<file path="src/rtl/gate_exerciser_if.sv">
// Stimulus/response bundle between the gate exerciser and the environment around the gate under test.
// The master side drives the DUT vector and reports results; the slave side supplies start and dut_out.
interface gate_exerciser_if #(
  parameter int N_INPUTS = 2
);
  logic                start;
  logic                dut_out;
  logic [N_INPUTS-1:0] dut_in;
  logic                busy;
  logic                done;
  logic                pass;
  logic                result_valid;
  logic [N_INPUTS:0]   err_count;
  logic [N_INPUTS-1:0] first_fail_vec;

  modport master (
    input  start, dut_out,
    output dut_in, busy, done, pass, result_valid, err_count, first_fail_vec
  );

  modport slave (
    output start, dut_out,
    input  dut_in, busy, done, pass, result_valid, err_count, first_fail_vec
  );
endinterface

</file>
<file path="src/rtl/gate_exerciser.sv">
// Sweeps all 2**N_INPUTS vectors into a combinational gate and checks each response against
// TRUTH_TABLE; every vector costs SETTLE_CYCLES+1 cycles, start is only honoured while idle.
module gate_exerciser #(
  parameter int                        N_INPUTS      = 2,
  parameter int                        SETTLE_CYCLES = 1,
  parameter logic [(1<<N_INPUTS)-1:0]  TRUTH_TABLE   = 4'b1000
) (
  input  logic              clk,
  input  logic              reset,
  gate_exerciser_if.master  bus
);

  localparam int SW = (SETTLE_CYCLES > 1) ? $clog2(SETTLE_CYCLES) : 1;
  localparam logic [SW-1:0]       SETTLE_LAST = SW'(SETTLE_CYCLES - 1);
  localparam logic [N_INPUTS-1:0] LAST_VEC    = '1;
  localparam logic [N_INPUTS:0]   ERR_ONE     = (N_INPUTS+1)'(1);

  typedef enum logic [1:0] {
    IDLE   = 2'd0,
    SETTLE = 2'd1,
    CHECK  = 2'd2,
    DONE   = 2'd3
  } state_t;

  state_t              state_q, state_d;
  logic [N_INPUTS-1:0] dut_in_q, dut_in_d;
  logic [SW-1:0]       settle_q, settle_d;
  logic [N_INPUTS:0]   err_q, err_d;
  logic [N_INPUTS-1:0] ffv_q, ffv_d;
  logic                busy_q, busy_d;
  logic                done_q, done_d;
  logic                pass_q, pass_d;
  logic                rv_q, rv_d;
  logic                mismatch;

  always_comb begin
    state_d  = state_q;
    dut_in_d = dut_in_q;
    settle_d = settle_q;
    err_d    = err_q;
    ffv_d    = ffv_q;
    pass_d   = pass_q;
    rv_d     = rv_q;
    done_d   = 1'b0;
    mismatch = 1'b0;

    case (state_q)
      IDLE: begin
        if (bus.start) begin
          dut_in_d = '0;
          settle_d = '0;
          err_d    = '0;
          ffv_d    = '0;
          rv_d     = 1'b0;
          pass_d   = 1'b0;
          state_d  = SETTLE;
        end
      end
      SETTLE: begin
        settle_d = settle_q + SW'(1);
        if (settle_q == SETTLE_LAST) state_d = CHECK;
      end
      CHECK: begin
        mismatch = (bus.dut_out != TRUTH_TABLE[dut_in_q]);
        if (mismatch) begin
          err_d = err_q + ERR_ONE;
          if (err_q == '0) ffv_d = dut_in_q;
        end
        // Terminal detect on the all-ones vector so the counter never wraps mid-sweep
        if (dut_in_q == LAST_VEC) begin
          state_d  = DONE;
          done_d   = 1'b1;
          rv_d     = 1'b1;
          pass_d   = (err_d == '0);
          dut_in_d = '0;
        end else begin
          dut_in_d = dut_in_q + N_INPUTS'(1);
          settle_d = '0;
          state_d  = SETTLE;
        end
      end
      DONE: begin
        state_d = IDLE;
      end
      default: state_d = IDLE;
    endcase

    busy_d = (state_d == SETTLE) || (state_d == CHECK);
  end

  always_ff @(posedge clk) begin
    if (reset) begin
      state_q  <= IDLE;
      dut_in_q <= '0;
      settle_q <= '0;
      err_q    <= '0;
      ffv_q    <= '0;
      busy_q   <= 1'b0;
      done_q   <= 1'b0;
      pass_q   <= 1'b0;
      rv_q     <= 1'b0;
    end else begin
      state_q  <= state_d;
      dut_in_q <= dut_in_d;
      settle_q <= settle_d;
      err_q    <= err_d;
      ffv_q    <= ffv_d;
      busy_q   <= busy_d;
      done_q   <= done_d;
      pass_q   <= pass_d;
      rv_q     <= rv_d;
    end
  end

  assign bus.dut_in         = dut_in_q;
  assign bus.busy           = busy_q;
  assign bus.done           = done_q;
  assign bus.pass           = pass_q;
  assign bus.result_valid   = rv_q;
  assign bus.err_count      = err_q;
  assign bus.first_fail_vec = ffv_q;

endmodule

</file>
<file path="src/flat_wrapper.sv">
// flat-port wrapper written by rule: the top's interface ports become plain ports
module gate_exerciser_flat 
#(
  parameter int                        N_INPUTS      = 2,
  parameter int                        SETTLE_CYCLES = 1,
  parameter logic [(1<<N_INPUTS)-1:0]  TRUTH_TABLE   = 4'b1000
)
  (clk, reset, bus_start, bus_dut_out, bus_dut_in, bus_busy, bus_done, bus_pass, bus_result_valid, bus_err_count, bus_first_fail_vec);
  gate_exerciser_if #(.N_INPUTS(N_INPUTS)) bus_i ();
  input  logic clk;
  input  logic reset;
  input wire logic [$bits(bus_i.start)-1:0] bus_start;
  input wire logic [$bits(bus_i.dut_out)-1:0] bus_dut_out;
  output wire logic [$bits(bus_i.dut_in)-1:0] bus_dut_in;
  output wire logic [$bits(bus_i.busy)-1:0] bus_busy;
  output wire logic [$bits(bus_i.done)-1:0] bus_done;
  output wire logic [$bits(bus_i.pass)-1:0] bus_pass;
  output wire logic [$bits(bus_i.result_valid)-1:0] bus_result_valid;
  output wire logic [$bits(bus_i.err_count)-1:0] bus_err_count;
  output wire logic [$bits(bus_i.first_fail_vec)-1:0] bus_first_fail_vec;
  assign bus_i.start = bus_start;
  assign bus_i.dut_out = bus_dut_out;
  assign bus_dut_in = bus_i.dut_in;
  assign bus_busy = bus_i.busy;
  assign bus_done = bus_i.done;
  assign bus_pass = bus_i.pass;
  assign bus_result_valid = bus_i.result_valid;
  assign bus_err_count = bus_i.err_count;
  assign bus_first_fail_vec = bus_i.first_fail_vec;
  gate_exerciser #(.N_INPUTS(N_INPUTS), .SETTLE_CYCLES(SETTLE_CYCLES), .TRUTH_TABLE(TRUTH_TABLE)) u_core (.clk(clk), .reset(reset), .bus(bus_i));
endmodule
</file>
<file path="config.mk">
export PLATFORM = sky130hd
export DESIGN_NAME = gate_exerciser_flat
export DESIGN_NICKNAME = d
export VERILOG_FILES = /design/src/rtl/gate_exerciser_if.sv /design/src/rtl/gate_exerciser.sv /design/src/flat_wrapper.sv
export SDC_FILE = /design/constraint.sdc
export NUM_CORES = 1
export LEC_CHECK = 0
export ABC_AREA = 1
export BUFFER_PORTS_ARGS = -buffer_cell sky130_fd_sc_hd__buf_4
export CORE_MARGIN = 2
export CORE_UTILIZATION = 30
export CTS_BUF_LIST = sky130_fd_sc_hd__clkbuf_8
export CTS_CLUSTER_DIAMETER = 60
export CTS_CLUSTER_SIZE = 8
export DETAILED_ROUTE_END_ITERATION = 10
export PLACE_DENSITY = 0.51
export SETUP_SLACK_MARGIN = 0.5
export SYNTH_ARGS = -nofsm -noshare
export SYNTH_HDL_FRONTEND = slang
export SYNTH_SLANG_ARGS = --single-unit
</file>
<file path="constraint.sdc">
create_clock -name clk -period 1.25 [get_ports clk]
set_input_delay 0.25 -clock clk [delete_from_list [all_inputs] [get_ports clk]]
set_output_delay 0.25 -clock clk [all_outputs]
set_load 0.005 [all_outputs]
</file>
**After elaboration in Yosys (flattened, before gate mapping)**

Index checks and enable logic that the tools add are counted.

- Add/subtract/negate cells: 3
- Magnitude comparators: 1
- Equal/unequal tests: 12
- Muxes and demuxes: 24
- Bitwise operators: 1
- Reductions and logical operators: 11

Operator list:

| operator | count |
|---|---|
| two-way mux 2 bit | 7 |
| two-way mux 3 bit | 3 |
| equality test 2 bit, second input constant | 4 |
| one-hot mux 2 bit (2 select lines) | 2 |
| one-hot mux 2 bit (4 select lines) | 1 |
| logical NOT 3 bit | 2 |
| two-way mux 1 bit | 6 |
| inequality test 2 x 1 -> 1 bit, second input constant | 3 |
| one-hot mux 3 bit (2 select lines) | 1 |
| AND reduction 3 bit | 2 |
| equality test 2 x 1 -> 1 bit, second input constant | 2 |
| inequality test 2 bit, second input constant | 2 |
| one-hot mux 1 bit (2 select lines) | 2 |
| AND reduction 4 bit | 1 |
| adder 3 x 1 -> 3 bit, second input constant | 1 |
| less-than comparator 2 x 3 -> 1 bit, second input constant | 1 |
| one-hot mux 1 bit (3 select lines) | 1 |
| nonzero test 3 bit | 1 |
| adder 2 x 1 -> 2 bit, second input constant | 1 |
| binary-select mux 1 bit (select 2 bit) | 1 |
| logical NOT 2 bit | 1 |
| AND reduction 2 bit | 1 |
| nonzero test 2 bit | 1 |
| OR reduction 2 bit | 1 |
| other kinds (4) | 4 |

- Register bits: 14
- Input port bits: 4

**Depth between registers and ports, before layout**

Gate-level depths: netlist of run 1.

- Depth in word-level cells: 8
- Gate-level depth with buffers: 9
- Mapped depth without buffers: 9

**Worst setup path after synthesis of run 1**

Ideal clock, no wire load.

- Path kind: reg-to-reg
- Start point: reg u_core.dut_in_q[0] (netlist: u_core.bus.dut_in[0])
- End point: reg u_core.ffv_q[0] (netlist: u_core.bus.first_fail_vec[0])
- Setup time: 0.117 ns
- Data arrival time: 1.104 ns
- Required time: 1.133 ns
- Path slack: 0.029 ns
- Cell stages (with the launch flop): 10
- Path buffers: 0
- Cell sequence: dfxtp_1 ha_1 inv_1 nand2_1 nand2_1 nand3_1 nand2_1 inv_1 a21oi_1 nor2_1

- Cells in the longest elaborated chain, start to end: 5

Ends and longest elaborated chain:

| element | RTL line | text |
|---|---|---|
| start, declared | gate_exerciser.sv:26 | `logic [N_INPUTS-1:0] dut_in_q, dut_in_d;` |
| start signal, assigned | gate_exerciser.sv:104 | `dut_in_q <= dut_in_d;` |
| binary-select mux 1 bit (select 2 bit) | gate_exerciser.sv:64 | `mismatch = (bus.dut_out != TRUTH_TABLE[dut_in_q]);` |
| two-way mux 1 bit (not written as such) | gate_exerciser.sv:64 |  |
| inequality test 1 bit | gate_exerciser.sv:64 |  |
| inequality test 2 x 1 -> 1 bit (no line) | - |  |
| AND reduction 4 bit (no line) | - |  |
| end signal, assigned | gate_exerciser.sv:107 | `ffv_q <= ffv_d;` |
| end, declared | gate_exerciser.sv:29 | `logic [N_INPUTS-1:0] ffv_q, ffv_d;` |

Several ways; a longest one is shown, not always the timed one. The select of a mux whose other input is x is not followed.
A chain may end at the register's enable or synchronous reset.

**Final worst setup path of run 1**

- Start point: reg u_core.err_q[0] (netlist: u_core.bus.err_count[0])
- End point: reg u_core.ffv_q[0] (netlist: u_core.bus.first_fail_vec[0])

- Cells in the longest elaborated chain, start to end: 3

Ends and longest elaborated chain:

| element | RTL line | text |
|---|---|---|
| start, declared | gate_exerciser.sv:28 | `logic [N_INPUTS:0] err_q, err_d;` |
| start signal, assigned | gate_exerciser.sv:106 | `err_q <= err_d;` |
| logical NOT 3 bit | gate_exerciser.sv:67 | `if (err_q == '0) ffv_d = dut_in_q;` |
| inequality test 2 x 1 -> 1 bit (no line) | - |  |
| AND reduction 4 bit (no line) | - |  |

Every way passes these cells.

==> metrics, run 1 <==
area occupied by multi-input gates=518 um^2; HPWL after detailed placement=1200 um; DR WL/cell=13.0 um; Post-Synthesis Cells=97; final hold violation count=0; clk buf depth=2; outcome=finished, final reports clean; ys async rst share=0; CTS buffer count=3; Leak Pwr=0.571 nW; Total GRT Usage=0.162; initial antenna violation count=0; slack of the critical path=39.6 ps; Die W=53.0 um; Synth Area in Simple Gates=0.339; measured slew at the worst slew-check pin=186 ps; maxcap violations=0; pwr/cell area=1040 nW/um^2; fmax=826 MHz; worst reg-to-reg path cell count=9; worst skew pair latency=240 ps; Final ANT Viol Nets=0; clk slew on worst S/H paths=60 ps; Synth Area in XOR/XNOR=0.0122; Relative slew margins=0.876; Min-Delay Path Class=in2reg; Finish-stage setup viols=0; CP dominant cell by count=inv_2; EDFF count, synth=0; max incr delay on CP=360 ps; via count=755; WHS Path Cells=2; Hold Slack=282 ps; Critical Path Sink Type=flop; drt via density=4.69; worst min-delay path startpoint=reset; cell row count=17; pins over their slew limit=0; # fillers=203; routed wire length=2100 um; VDD IR-drop max=726 uV; Mapped Nets=105; combined area of all synthesized cells=721 um^2; largest area contributor in the netlist=dfxtp_1; Reg2Reg Setup Slack=40 ps; Initial Utilization=0.323; post-synthesis sequential area ratio=0.389; TritonCTS clock tree=built; Syn-to-layout area delta=78.1%; FF-to-FF End=u_core.bus.first_fail_vec[0]; hold path endpoint=u_core.bus.result_valid; number of global-route vias before repair=719; multiplexer share of the synthesized area=0; top_reg_cell synth=dfxtp_1; total die area=2810 um^2; most frequent cell after synthesis=nand2_1; first-pass GRT wire length=3280 um; pin count of the biggest net entering global routing=13; htree depth=1; Slowest cell on crit path=dfxtp_4; Non-Filler Instances=161; CP Cell Sequence=inv_2 > ha_4 > inv_1 > nor2_2 > nand3_2 > nand2_2 > inv_2 > a21oi_2 > nor2_1; DRC Markers=0; GP Congestion=0.720; # IOs=15; largest family of logic cells by synthesized area=simple AND/OR/NAND/NOR gates; RR Startpoint=u_core.bus.err_count[0]; DRT Pass-1 Iters=4; CP delay by family, top=flip-flops; share of cells above drive strength 1=0.692; Core Util, Final=0.575; minimum clock period=1210 ps; ranking of synthesized cells by area=dfxtp_1 39%, nand2_1 11%, a21oi_1 6.9%; buffers and inverters on the worst path=3; grt total ovfl=0; Starting DRT DRC Count=5; Overall Power=1.34 mW; top cells by count, synth=22 x nand2_1, 14 x dfxtp_1, 12 x inv_1; Worst Skew=0.988 ps; CP arrival=1350 ps; post-synth cell types=20; #FFs+latches synth=14; mean post-synth cell area=7.43 um^2; fin nets=142; Reg area=312 um^2; Placed Cells=139; area fraction of the dominant cell type after synthesis=0.389; Num Clock Sinks=14; Worst EP required=1390 ps; critical path peak fanout=4; die height=53.0 um; # port buffers=14; crit path kind=reg2reg; fin crit share=0.968; Post-Synth Adder-Cell Area=0.0694; Startpoint Class=flop; unrepaired setup endpoints after global routing=true; Synth Area in Compound Gates=0.113; Yosys warnings=0; Setup WS pre-CTS=20.6 ps; Root Driver=clkbuf_8; Core ar.=2230 um^2; diode count=0
[power breakdown]
part           switching, mW  internal (mW)  total, mW
Sequential            0.0444          0.480      0.525
Clock                  0.174          0.279      0.453
Combinational          0.192          0.166      0.358
Total                  0.411          0.926       1.34
[cells by family after synthesis]
kind of cell    Yosys count
flops                    14
compound gates           15
buf+inv                  15
xor+xnor                  1
fa+ha+maj                 4
simple gates             48
[registers in the layout, summed over array words and instances (netlist names)]
name and count:
u_core.bus.err_count 3, u_core.bus.dut_in 2, u_core.bus.first_fail_vec 2, u_core.state_q 2, u_core.bus.busy 1, u_core.bus.done 1, u_core.bus.pass 1, u_core.bus.result_valid 1
u_core.settle_q 1
[worst max path at each step]
stage	startpoint	slack, ps	end	depth (start not counted)
CTS	u_core.bus.err_count[1]	80	u_core.bus.first_fail_vec[0]	9
global route	u_core.bus.dut_in[0]	-20	u_core.bus.first_fail_vec[0]	9
detailed placement	u_core.bus.dut_in[0]	20	u_core.bus.first_fail_vec[0]	9
finish	u_core.bus.err_count[0]	40	u_core.bus.first_fail_vec[0]	9
global placement	u_core.bus.dut_in[0]	50	u_core.bus.first_fail_vec[0]	9
floorplan	u_core.bus.dut_in[1]	130	u_core.bus.first_fail_vec[0]	9
[layout by cell type, fill, tap and decap left out, drive strengths merged]
cell    count
nand3       6
buf        33
nor2        9
nor3        2
o21ai       3
nand3b      2
o211ai      1
inv        14
a21oi      11
xnor2       1
clkbuf      4
nand2      29
dfxtp      14
ha          4
[area by class of cell]
type / instances / area share
Inverter: 14 / 0.0468
Multi-Input combinational cell: 68 / 0.404
Tap cell: 28 / 0.0273
Sequential cell: 14 / 0.243
Timing Repair Buffer: 33 / 0.237
Clock buffer: 4 / 0.0429
[routing by layer]
metal / vias up / part of all wire / global-route usage
met5: - / 0 / 0
met4: 0 / 0.011 / 0.0641
met3: 4 / 0.035 / 0.0339
met2: 12 / 0.52 / 0.269
met1: 355 / 0.43 / 0.204
li1: 384 / - / -
[per-stage QoR]
stage / setup TNS, ps / cell area, um^2
2_1_floorplan: 0 / 766
3_3_place_gp: 0 / 910
3_5_place_dp: 0 / 910
4_1_cts: 0 / 1160
5_1_grt: -41.3 / 1280
6_report: 0 / 1280
[repair_timing]
| item | in CTS | in global routing |
|---|---|---|
| gates resized for setup | 31 | 28 |
| setup endpoints to repair | 25 | 25 |
| hold buffers | 0 | 0 |
| pin swaps | 10 | 11 |
| hold endpoints to repair | 0 | 0 |
| setup buffers | 13 | 5 |
Power figures use the tool's default switching activity.
==> run 2, diff against run 1 <==
Settings changed: PLACE_DENSITY 0.51 to 0.56.
Clock period 1.25 ns to 1.5 ns, I/O delays scaled along.
==> metrics, run 2 (synthesis results as in run 1) <==
outcome=finished, final reports clean; unrepaired setup endpoints after global routing=true; Placed Area=897 um^2 (-1.4%); commonest non-fill, non-tap cell in the layout=buf_4; share of cells above drive strength 1=0.595 (-0.0965); fmax=807 MHz (-2.3%); Critical Path Sink Type=flop; VDD IR-drop max=663 uV (-8.7%); max incr delay on CP=370 ps (about the same); maxcap violations=0 (unchanged); Worst Skew=1.36 ps (+0.373 ps); setup TNS=0 ps (unchanged); Finish-stage setup viols=0 (unchanged); Starting DRT DRC Count=16 (+11); Syn-to-layout area delta=64.8%; critical path peak fanout=5 (+1); crit path kind=reg2reg; most frequent cells in the layout=15 x buf_4, 14 x nand2_1, 11 x buf_6, 9 x nand2_2, 8 x inv_1; grt total ovfl=0 (unchanged); initial antenna violation count=0 (unchanged); routed wire length=1840 um (-12%); Placed Cells=138 (-0.72%); minimum clock period=1240 ps (+28.3 ps); slack of the critical path=261 ps (+222 ps); buffers and inverters on the worst path=1 (-2); Root Driver=clkbuf_8; Hold Slack=325 ps (+42.6 ps); fin crit share=0.826 (-0.143); number of global-route vias before repair=661 (-8.1%); Final ANT Viol Nets=0 (unchanged); final hold violation count=0 (unchanged); TritonCTS clock tree=built; Core Util, Final=0.532 (-0.0431); Die W=53.0 um (unchanged); Worst EP required=1680 ps (+290 ps); Non-Filler Instances=154 (-4.3%); DRC Markers=0 (unchanged); CP Cell Sequence=ha_4 > inv_4 > nand2_1 > nand3_2 > nand2_2 > nor2_1 > nand3_1 > a21oi_1; clk slew on worst S/H paths=60 ps (about the same); Core ar.=2230 um^2 (unchanged); # IOs=15 (unchanged); HPWL after detailed placement=1140 um (-4.4%); Overall Power=1.08 mW (-19%); max reg flops=3 (unchanged); cell row count=17 (unchanged); # fillers=194 (-4.4%); Slowest cell on crit path=dfxtp_4; pwr/cell area=908 nW/um^2 (-13%); first-pass GRT wire length=2710 um (-17%); htree depth=1 (unchanged); measured slew at the worst slew-check pin=181 ps (-4.71 ps); drt via density=4.82 (+2.9%); GP Congestion=0.836 (+16%); fin area=1190 um^2 (-7.5%); pin count of the biggest net entering global routing=13 (unchanged); Num Clock Sinks=14 (unchanged); # port buffers=14 (unchanged); CP delay by family, top=simple AND/OR/NAND/NOR gates; pins over their slew limit=0 (unchanged); Total GRT Usage=0.135 (-0.0276); Setup WS pre-CTS=288 ps (+267 ps); Min-Delay Path Class=in2reg; Initial Utilization=0.323 (unchanged); worst skew pair latency=250 ps (about the same); Leak Pwr=0.545 nW (-4.5%); die height=53.0 um (unchanged); CP arrival=1420 ps (+70 ps); DRT Pass-1 Iters=4 (unchanged); # hold bufs at CTS=0 (unchanged); Relative slew margins=0.879 (+0.00314); total die area=2810 um^2 (unchanged); Startpoint Class=flop; via count=743 (-1.6%); CTS buffer count=3 (unchanged); fin nets=135 (-4.9%); clk buf depth=2 (unchanged); DR WL/cell=11.9 um (-8.5%); diode count=0 (unchanged)
==> run 2: cell count changes in the layout (fill, tap and decap cells not counted), sizes merged <==
cell,before,now
buf,33,26
==> run 2: power by group <==
part / total [mW] / internal [mW] / switching, mW
sequential: 0.436 / 0.400 / 0.0365
combinational: 0.261 / 0.114 / 0.147
clock: 0.381 / 0.233 / 0.147
total: 1.08 / 0.747 / 0.331
==> run 2: final timing paths <==
check	startpoint	endpoint	slack, ps	depth (start not counted)
hold reg to reg	u_core.settle_q	u_core.settle_q	480	2
setup / recovery	u_core.bus.dut_in[0]	u_core.bus.pass	260	8
hold / removal	reset	u_core.bus.err_count[0]	320	2
setup reg to reg	u_core.bus.dut_in[0]	u_core.bus.pass	260	8
==> run 2: repair_timing <==
action / in CTS / in global routing
gates resized for setup: 24 / 21
setup buffers: 8 / 4
setup endpoints to repair: 18 / 19
pin swaps: 7 / 11
gates cloned: 0 / 0
==> run 2: routing by layer <==
layer	track usage	wire length (um)
met3	0.0254	74
met2	0.221	882
met1	0.156	820
met5	0	0
met4	0.0940	59
==> run 2: cell type report <==
| cell class | instances | area, um^2 | share of cell area |
|---|---|---|---|
| sequential | 14 | 308 | 0.259 |
| timing repair buffer | 26 | 236 | 0.199 |
| clock buffer | 4 | 55.1 | 0.0464 |
| multi-input combinational | 68 | 498 | 0.419 |
| inverter | 14 | 55.1 | 0.0464 |
| tap | 28 | 35.0 | 0.0295 |
==> run 2: worst register-to-register path, cell delays in order, from the launching register on <==
cell and delay, ps:
dfxtp_4 370, ha_4 180, inv_4 70, nand2_1 70, nand3_2 70, nand2_2 70
nor2_1 120, nand3_1 80, a21oi_1 130
==> run 3, diff against run 2 <==
Settings changed: ABC_AREA 1 to 0, PLACE_DENSITY 0.56 to 0.58.
Clock period 1.5 ns to 1.1 ns, I/O delays scaled along.
==> metrics, run 3 <==
Die W=51.5 um (-2.9%); most frequent cell after synthesis=dfxtp_1; max incr delay on CP=370 ps (about the same); Reg power frac=0.477 (+0.072); VDD IR-drop max=1060 uV (+60%); Placed Cells=128 (-7.2%); worst setup path endpoint=u_core.bus.err_count[2]; outcome=finished with violations; diode count=0 (unchanged); ys async rst share=0 (unchanged); CP arrival=1460 ps (+40 ps); NetSw=274 uW (-17%); via count=645 (-13%); mean post-synth cell area=8.91 um^2 (+20%); Startpoint Class=flop; Slowest cell on crit path=dfxtp_4; Initial Utilization=0.312 (-0.0107); htree depth=1 (unchanged); ranking of synthesized cells by area=dfxtp_1 41%, ha_1 7.4%, a21oi_1 6.7%; combined area of all synthesized cells=677 um^2 (-6.1%); Critical Path Source=u_core.bus.dut_in[1]; Root Driver=clkbuf_8; share of cells above drive strength 1=0.495 (-0.0999); Num Clock Sinks=14 (unchanged); drt via density=4.78 (-0.97%); Overall Power=1.13 mW (+4.8%); fin crit share=1.16 (+0.338); Setup WS pre-CTS=-204 ps (-492 ps); Critical Path Sink Type=flop; CP Cell Sequence=ha_4 > xor2_4 > nand2_2 > or3_1 > a21oi_1; EDFF count, synth=0 (unchanged); Non-Filler Instances=135 (-12%); commonest non-fill, non-tap cell in the layout=buf_4; initial antenna violation count=0 (unchanged); Post-Synthesis Cells=76 (-22%); final hold violation count=0 (unchanged); largest area contributor in the netlist=dfxtp_1; cell row count=17 (unchanged); minimum clock period=1280 ps (+41.4 ps); # port buffers=14 (unchanged); critical path peak fanout=3 (-2); top cells by count, synth=14 x dfxtp_1, 11 x nor2_1, 9 x a21oi_1; grt total ovfl=0 (unchanged); crit path kind=reg2reg; total die area=2650 um^2 (-5.6%); DR WL/cell=12.5 um (+4.9%); Worst Skew=0.591 ps (-0.771 ps); DRT Pass-1 Iters=4 (unchanged); GP Congestion=0.808 (-3.4%); pins over their slew limit=0 (unchanged); maxcap violations=0 (unchanged); first-pass GRT wire length=2810 um (+3.6%); HPWL after detailed placement=1180 um (+3.0%); Relative slew margins=0.844 (-0.0354); Gate power share=0.145 (-0.097); pwr/cell area=1010 nW/um^2 (+11%); FF-to-FF End=u_core.bus.err_count[2]; Int Power=855 uW (+15%); # IOs=15 (unchanged); Leak Pwr=0.468 nW (-14%); die height=51.5 um (-2.9%); Mapped Nets=84 (-20%); Worst EP required=1280 ps (-400 ps); Final ANT Viol Nets=0 (unchanged); RR Startpoint=u_core.bus.dut_in[1]; routed wire length=1690 um (-8.0%); Min-Delay Path Class=in2reg; slack of the critical path=-180 ps (-441 ps); number of global-route vias before repair=603 (-8.8%); Core ar.=2170 um^2 (-2.9%); most frequent cells in the layout=20 x buf_4, 10 x nor2_1, 9 x buf_6, 8 x a21oi_1, 7 x dfxtp_2; worst reg-to-reg path cell count=5 (-3); switch share=0.243 (-0.0643); top_reg_cell synth=dfxtp_1; measured slew at the worst slew-check pin=234 ps (+52.8 ps); Clock Power Share=0.377 (+0.024); WHS Path Cells=2 (unchanged); worst skew pair latency=240 ps (about the same); Starting DRT DRC Count=7 (-9); Syn-to-layout area delta=65.8%; TritonCTS clock tree=built; post-synthesis sequential area ratio=0.414 (+0.0252); DRC Markers=0 (unchanged); fin nets=116 (-14%); # fillers=214 (+10%); failing checks=negative setup slack; clk slew on worst S/H paths=60 ps (about the same); area fraction of the dominant cell type after synthesis=0.414 (+0.0252); max reg flops=3 (unchanged); #FFs+latches synth=14 (unchanged); Finish-stage setup viols=9 (+9); CTS buffer count=3 (unchanged); pin count of the biggest net entering global routing=15 (+2); Total GRT Usage=0.146 (+0.0109); clk buf depth=2 (unchanged); Reg2Reg Setup Slack=-180 ps (-440 ps); Yosys warnings=0 (unchanged); post-synth cell types=27 (+35%); unrepaired setup endpoints after global routing=true; fmax=781 MHz (-3.2%)
[run 3: how the worst min path moves through the flow]
stage	from	endpoint	slack [ps]
2_1_floorplan	reset	u_core.bus.err_count[0]	280
3_3_place_gp	u_core.bus.result_valid	u_core.bus.result_valid	460
3_5_place_dp	u_core.bus.result_valid	u_core.bus.result_valid	470
4_1_cts	reset	u_core.state_q[0]	250
5_1_grt	reset	u_core.bus.err_count[1]	270
6_report	reset	u_core.state_q[0]	260
[run 3: kinds of logic after synthesis]
logic type      count (synthesis)  synth area share
fa+ha+maj                       4            0.0739
compound gates                 17             0.139
xor+xnor                        4            0.0629
mux                             4            0.0592
simple gates                   29             0.227
flops                          14             0.414
buf+inv                         4            0.0240
[run 3: timing repair]
item | CTS | global route
buffers inserted | 1 | 2
gates cloned | 0 | 0
gates resized for setup | 17 | 4
pin swaps | 9 | 7
hold buffers | 0 | 0
setup endpoints to repair | 25 | 25
[run 3: power groups by stage]
stage / clock network, mW / logic (mW) / registers (mW)
2_1_floorplan: 0 / 0.0790 / 0.544
3_3_place_gp: 0 / 0.141 / 0.547
3_5_place_dp: 0 / 0.140 / 0.548
4_1_cts: 0.441 / 0.152 / 0.536
5_1_grt: 0.463 / 0.177 / 0.541
6_report: 0.426 / 0.164 / 0.539
[run 3: area by class of cell]
cell class | instances | area (um^2) | area share
Multi-Input combinational cell | 58 | 483 | 0.430
Sequential cell | 14 | 300 | 0.268
Timing Repair Buffer | 29 | 251 | 0.224
Clock buffer | 3 | 41.3 | 0.0368
Tap cell | 28 | 35.0 | 0.0312
Inverter | 2 | 7.51 | 0.00669
Clock inverter | 1 | 3.75 | 0.00334
[run 3: per-layer routing]
| metal | GRT usage | share of wire | up-vias |
|---|---|---|---|
| met1 | 0.189 | 0.46 | 295 |
| li1 | - | - | 324 |
| met2 | 0.218 | 0.45 | 22 |
| met4 | 0.0526 | 0.011 | 0 |
| met5 | 0 | 0 | - |
| met3 | 0.0575 | 0.073 | 4 |
[run 3: through the flow]
step / area (um^2) / hold slack [ps] / util / setup TNS [ps]
floorplan: 777 / 282 / - / -437
global placement: 992 / 456 / 0.457 / -795
detailed placement: 992 / 469 / 0.457 / -881
CTS: 1090 / 248 / 0.503 / -940
global route: 1120 / 266 / 0.517 / -1740
finish: 1120 / 260 / 0.517 / -1050
[run 3: worst max-delay path, delay by kind of cell, from the launching register on]
kind | cells | cell delay [ps]
simple gates | 2 | 380
flops | 1 | 370
xor+xnor | 1 | 180
fa+ha+maj | 1 | 170
compound gates | 1 | 120
